### src/rtl/avalon_pwm_multi.sv
// Multi-channel PWM generator with an Avalon-MM slave, a shared prescaler and double-buffered period/duty.
// Define AVALON_PWM_MULTI_IRQ_EN to add CTRL.IRQ_EN and the level-sensitive ins_irq output.
module avalon_pwm_multi #(
    parameter int NUM_CH = 4,
    parameter int CNT_W  = 16,
    parameter int PRE_W  = 16
) (
    input  logic              csi_clk,
    input  logic              csi_reset_n,
    input  logic              avs_chipselect,
    input  logic [3:0]        avs_address,
    input  logic              avs_read,
    output logic [31:0]       avs_readdata,
    input  logic              avs_write,
    input  logic [31:0]       avs_writedata,
    output logic [NUM_CH-1:0] coe_pwm_out
`ifdef AVALON_PWM_MULTI_IRQ_EN
    ,
    output logic              ins_irq
`endif
);

    localparam logic [3:0] ADDR_CTRL     = 4'd0;
    localparam logic [3:0] ADDR_PRESCALE = 4'd1;
    localparam logic [3:0] ADDR_PERIOD   = 4'd2;
    localparam logic [3:0] ADDR_STATUS   = 4'd3;
    localparam logic [3:0] ADDR_DUTY     = 4'd4;

    logic             en;
    logic             pol;
    logic             irq_en;
    logic [PRE_W-1:0] prescale;
    logic [CNT_W-1:0] period_stg;
    logic [CNT_W-1:0] period_act;
    logic [CNT_W-1:0] duty_stg [NUM_CH];
    logic [CNT_W-1:0] duty_act [NUM_CH];
    logic             pend;
    logic [PRE_W-1:0] pre_cnt;
    logic [CNT_W-1:0] cnt;

    logic              wr_en;
    logic              rd_en;
    logic [NUM_CH-1:0] duty_wr;
    logic              tick;
    logic              wrap;
    logic [NUM_CH-1:0] raw;
    logic [31:0]       rd_mux;
    logic              unused_wdata;

    assign wr_en = avs_chipselect & avs_write;
    assign rd_en = avs_chipselect & avs_read & ~avs_write;
    assign tick  = en & (pre_cnt == prescale);
    assign wrap  = tick & (cnt >= period_act);
    assign unused_wdata = ^avs_writedata;

    always_comb begin
        duty_wr = '0;
        for (int n = 0; n < NUM_CH; n++) begin
            duty_wr[n] = wr_en && (avs_address == ADDR_DUTY + 4'(n));
        end
    end

    always_ff @(posedge csi_clk or negedge csi_reset_n) begin
        if (!csi_reset_n) begin
            en         <= 1'b0;
            pol        <= 1'b0;
            prescale   <= '0;
            period_stg <= '1;
            for (int n = 0; n < NUM_CH; n++) begin
                duty_stg[n] <= '0;
            end
        end else begin
            if (wr_en && avs_address == ADDR_CTRL) begin
                en  <= avs_writedata[0];
                pol <= avs_writedata[1];
            end
            if (wr_en && avs_address == ADDR_PRESCALE) begin
                prescale <= avs_writedata[PRE_W-1:0];
            end
            if (wr_en && avs_address == ADDR_PERIOD) begin
                period_stg <= avs_writedata[CNT_W-1:0];
            end
            for (int n = 0; n < NUM_CH; n++) begin
                if (duty_wr[n]) begin
                    duty_stg[n] <= avs_writedata[CNT_W-1:0];
                end
            end
        end
    end

`ifdef AVALON_PWM_MULTI_IRQ_EN
    always_ff @(posedge csi_clk or negedge csi_reset_n) begin
        if (!csi_reset_n) begin
            irq_en  <= 1'b0;
            ins_irq <= 1'b0;
        end else begin
            if (wr_en && avs_address == ADDR_CTRL) begin
                irq_en <= avs_writedata[2];
            end
            ins_irq <= pend & irq_en;
        end
    end
`else
    assign irq_en = 1'b0;
`endif

    // A period-end in the same cycle as a write-1-clear keeps the flag set.
    always_ff @(posedge csi_clk or negedge csi_reset_n) begin
        if (!csi_reset_n) begin
            pend <= 1'b0;
        end else if (wrap) begin
            pend <= 1'b1;
        end else if (wr_en && avs_address == ADDR_STATUS && avs_writedata[0]) begin
            pend <= 1'b0;
        end
    end

    always_ff @(posedge csi_clk or negedge csi_reset_n) begin
        if (!csi_reset_n) begin
            pre_cnt <= '0;
            cnt     <= '0;
        end else if (!en) begin
            pre_cnt <= '0;
            cnt     <= '0;
        end else if (tick) begin
            pre_cnt <= '0;
            cnt     <= (cnt >= period_act) ? '0 : cnt + 1'b1;
        end else begin
            pre_cnt <= pre_cnt + 1'b1;
        end
    end

    // While disabled the active copies follow staging so enabling starts with fresh values.
    always_ff @(posedge csi_clk or negedge csi_reset_n) begin
        if (!csi_reset_n) begin
            period_act <= '1;
            for (int n = 0; n < NUM_CH; n++) begin
                duty_act[n] <= '0;
            end
        end else if (!en || wrap) begin
            period_act <= period_stg;
            for (int n = 0; n < NUM_CH; n++) begin
                duty_act[n] <= duty_stg[n];
            end
        end
    end

    always_comb begin
        raw = '0;
        for (int n = 0; n < NUM_CH; n++) begin
            raw[n] = en & (cnt < duty_act[n]);
        end
    end

    always_ff @(posedge csi_clk or negedge csi_reset_n) begin
        if (!csi_reset_n) begin
            coe_pwm_out <= '0;
        end else begin
            coe_pwm_out <= raw ^ {NUM_CH{pol}};
        end
    end

    always_comb begin
        rd_mux = '0;
        case (avs_address)
            ADDR_CTRL:     rd_mux = {29'd0, irq_en, pol, en};
            ADDR_PRESCALE: rd_mux = 32'(prescale);
            ADDR_PERIOD:   rd_mux = 32'(period_stg);
            ADDR_STATUS:   rd_mux = {31'd0, pend};
            default: begin
                for (int n = 0; n < NUM_CH; n++) begin
                    if (avs_address == ADDR_DUTY + 4'(n)) begin
                        rd_mux = 32'(duty_stg[n]);
                    end
                end
            end
        endcase
    end

    always_ff @(posedge csi_clk or negedge csi_reset_n) begin
        if (!csi_reset_n) begin
            avs_readdata <= '0;
        end else if (rd_en) begin
            avs_readdata <= rd_mux;
        end
    end

endmodule

### config.mk
export PLATFORM = sky130hd
export DESIGN_NAME = avalon_pwm_multi
export DESIGN_NICKNAME = d
export VERILOG_FILES = /design/src/rtl/avalon_pwm_multi.sv
export SDC_FILE = /design/constraint.sdc
export NUM_CORES = 1
export LEC_CHECK = 0
export BUFFER_PORTS_ARGS = -buffer_cell sky130_fd_sc_hd__buf_4
export CORE_ASPECT_RATIO = 1.75
export CORE_MARGIN = 4
export CORE_UTILIZATION = 25
export DETAILED_ROUTE_END_ITERATION = 6
export PLACE_DENSITY_LB_ADDON = 0.1
export SETUP_SLACK_MARGIN = 0.1
export SKIP_LAST_GASP = 1
export SYNTH_ARGS = -nofsm -noshare
export SYNTH_HDL_FRONTEND = slang
export SYNTH_SLANG_ARGS = --single-unit
### constraint.sdc
create_clock -name csi_clk -period 5.8 [get_ports csi_clk]
set_input_delay 0 -clock csi_clk [delete_from_list [all_inputs] [get_ports csi_clk]]
set_output_delay 0 -clock csi_clk [all_outputs]
set_load 0.02 [all_outputs]
==> results.json <==
{
  "outcome": "completed",
  "grt_max_degree": 126,
  "post-route-period-util": 0.711,
  "grt_pass1_wl_microns": 58900,
  "clockRootBuffer": "clkbuf_16",
  "async_reset_ff_frac": 1.00,
  "cts_resized": 0,
  "die_h_microns": 300,
  "drive_above_1_share": 0.309,
  "synth.top_cells.by_area": "dfrtp_1, mux2_2, ha_1, dfstp_2, inv_1",
  "ios": 77,
  "final_area_sq_mm": 0.0143,
  "slew_viol_final": 0,
  "cts_tree": "yes",
  "syn_inst": 1040,
  "grt_use_total": 0.151,
  "first_iter_violations": 452,
  "top_layer": "met4",
  "ir_drop_uv": 176,
  "hold_viol": 0,
  "slowest_stage": "a21oi_4",
  "rows": 106,
  "yosysSeqAreaShare": 0.479,
  "wl_met3_microns": 952,
  "dpl_cell_area_sq_mm": 0.0133,
  "path_common_cell": "buf_4",
  "synth_top_cell_area_share": 0.410,
  "dp_hpwl_microns": 28100,
  "relSlewSlack": 0.239,
  "synth_compound_area_frac": 0.111,
  "cts_buffer_depth": 3,
  "synth_top_family_by_area": "multiplexers",
  "fp.dieW_microns": 175,
  "yosys.area_share.simple": 0.0803,
  "path_class": "flip-flop to flip-flop",
  "fmax_mhz": 242,
  "met1_length_microns": 15900,
  "seq_area_sq_mm": 0.00582,
  "cts_sinks": 231,
  "grt_pass1_vias": 8555,
  "clk-insertion-delay-late_ns": 0.55,
  "max_stage_delay_ns": 0.90,
  "diodes": 0,
  "tightest_slew_ns": 1.14,
  "worst_ep_arrival_time_ns": 4.56,
  "rsz0062_at_grt": "no",
  "drc": 0,
  "ant_nets": 0,
  "startpoint_type": "flip-flop",
  "drv_cap": 0,
  "numCtsBuffers": 25,
  "hold_path_class": "input port to flip-flop",
  "synth_area_per_cell_sq_um": 11.7,
  "yosys_most_used_dff": "dfrtp_1",
  "antenna_found_initial": 0,
  "dieArea_sq_mm": 0.0523,
  "nNetsFinal": 1233,
  "synthAdderAreaFrac": 0.0804,
  "synth_area_leader_cell": "dfrtp_1",
  "overflow": 0,
  "synth_mux_area_frac": 0.172,
  "area_delta_synth_final_pct": 18.1,
  "route.vias.total": 8240,
  "cp.required_ns": 6.23,
  "ys_warn_count": 0,
  "p_per_area_mw_per_mm2": 396,
  "clkTransAtPathRegs_ns": 0.07,
  "wl_per_cell_microns": 22.1,
  "met2_length_microns": 21400,
  "drt-pass1-iter-count": 4,
  "multi_input_area_sq_mm": 0.00576,
  "portBuffers": 44,
  "crit_fanout": 30,
  "floorplan.initialDensity": 0.254,
  "cts-htree-levels": 1,
  "place.gp.congestion": 0.782,
  "path_delay_family": "compound AO/OA/AOI/OAI gates",
  "core_sq_mm": 0.0479,
  "yosysMostFrequentCell": "dfrtp_1",
  "worstSetupEndpointType": "flip-flop",
  "ys_seq_elements": 231,
  "power_leakage_nw": 6.46,
  "synth-xor-area-share": 0.0216,
  "synth_edf_count": 0,
  "filler_cell_count": 4934,
  "syn_area_sq_mm": 0.0121,
  "fin_skew_ns": 0.00724,
  "path_cells": "ha_1, nand4_1, nor4_2, a311oi_4, buf_4, a21oi_4, buf_4, mux2_2",
  "setup_viol": 0,
  "fin_crit_ns": 4.13,
  "wl_microns": 39300,
  "finalSetupTns_ns": 0,
  "synthDistinctLibCells": 57,
  "cp_num_buf_inv": 2,
  "yosys-top-cells-count": "dfrtp_1, mux2_2, inv_1",
  "via_per_inst": 4.63
}
cell families (layout without fill, tap and decap cells):
| group | after synthesis | after routing |
|---|---|---|
| flops | 231 | 231 |
| simple gates | 186 | 186 |
| mux | 185 | 185 |
| compound gates | 182 | 182 |
| buf+inv | 147 | 225 |
| fa+ha+maj | 78 | 78 |
| xor+xnor | 30 | 30 |
| other cells | 1 | 16 |
cell type report:
| class | instances | area share |
|---|---|---|
| flip-flops and latches | 231 | 0.406 |
| multi-input cells | 677 | 0.402 |
| well taps | 648 | 0.0565 |
| repair buffers | 92 | 0.0523 |
| clock buffers | 35 | 0.0511 |
| inverters | 87 | 0.0228 |
| clock inverters | 11 | 0.00977 |
worst min-delay path: stages:
cell and delay, ns:
buf_4 0.08, nand3b_1 0.06, buf_4 0.23, nand2_1 0.10
o21ai_0 0.07
worst paths after layout:
| path | start | endpoint | slack, ns | depth (start not counted) |
|---|---|---|---|---|
| hold reg to reg | avs_readdata[6]$_DFFE_PN0P_ | avs_readdata[6]$_DFFE_PN0P_ | 0.48 | 2 |
| hold / removal | avs_read | avs_readdata[3]$_DFFE_PN0P_ | 0.03 | 5 |
| max in group asynchronous | csi_reset_n | duty_act[19]$_DFFE_PN0P_ | 4.18 | 3 |
| setup reg to reg | cnt[15]$_DFFE_PN0P_ | duty_act[25]$_DFFE_PN0P_ | 1.67 | 8 |
| min in group asynchronous | csi_reset_n | pre_cnt[3]$_DFF_PN0_ | 0.18 | 2 |
| setup / recovery | cnt[15]$_DFFE_PN0P_ | duty_act[25]$_DFFE_PN0P_ | 1.67 | 8 |
metrics by stage:
step / utilization / instances / setup WS [ns] / power (mW) / hold WS [ns]
2_1_floorplan: - / 1055 / 3.18 / 3.42 / -0.296
6_report: 0.300 / 1781 / 1.67 / 5.68 / 0.0342
5_1_grt: 0.300 / 1781 / 1.48 / 6.07 / 0.0705
4_1_cts: 0.300 / 1781 / 1.58 / 5.80 / 0.0166
3_3_place_gp: 0.277 / 1714 / 1.65 / 3.99 / 0.214
3_5_place_dp: 0.277 / 1714 / 1.60 / 4.01 / 0.218
layer usage:
metal,up-vias,global-route usage
met5,-,0
met4,0,0.0457
met3,42,0.0151
met2,120,0.289
met1,4191,0.176
li1,3887,-
state kept, by name, indices dropped and copies added (netlist names):
| register | count |
|---|---|
| pol | 1 |
| prescale | 16 |
| duty_stg | 64 |
| en | 1 |
| duty_act | 64 |
| avs_readdata | 16 |
| pend | 1 |
| period_stg | 16 |
| pre_cnt | 16 |
| coe_pwm_out | 4 |
| cnt | 16 |
| period_act | 16 |
placed cells by master, fill, tap and decap left out, types with 13 or more instances in the layout:
cell type,synthesis,layout
a21oi_1,18,18
conb_1,1,16
nand2_1,46,46
inv_1,87,87
nand3_1,18,18
dfrtp_1,199,199
a21o_1,17,17
nand2b_1,16,16
dfstp_2,32,32
xor2_1,21,21
mux2_2,171,171
nor2_1,34,34
dlygate4sd3_1,0,21
ha_1,78,78
nand4_1,13,13
buf_4,18,70
a31o_2,14,14
o21ai_0,38,38
a221oi_1,14,14
a22oi_1,31,31
clkbuf_16,0,25
where the power goes:
part | internal, mW | switching [mW] | leakage (nW) | total (mW)
clock | 1.02 | 0.707 | 0.433 | 1.72
combinational | 0.727 | 0.836 | 3.12 | 1.56
sequential | 2.09 | 0.304 | 2.91 | 2.39
total | 3.83 | 1.85 | 6.46 | 5.68
what timing repair did:
item	4_1_cts	5_1_grt
buffers inserted	0	0
hold buffers	21	0
hold endpoints to repair	198	0
Power figures use the tool's default switching activity.
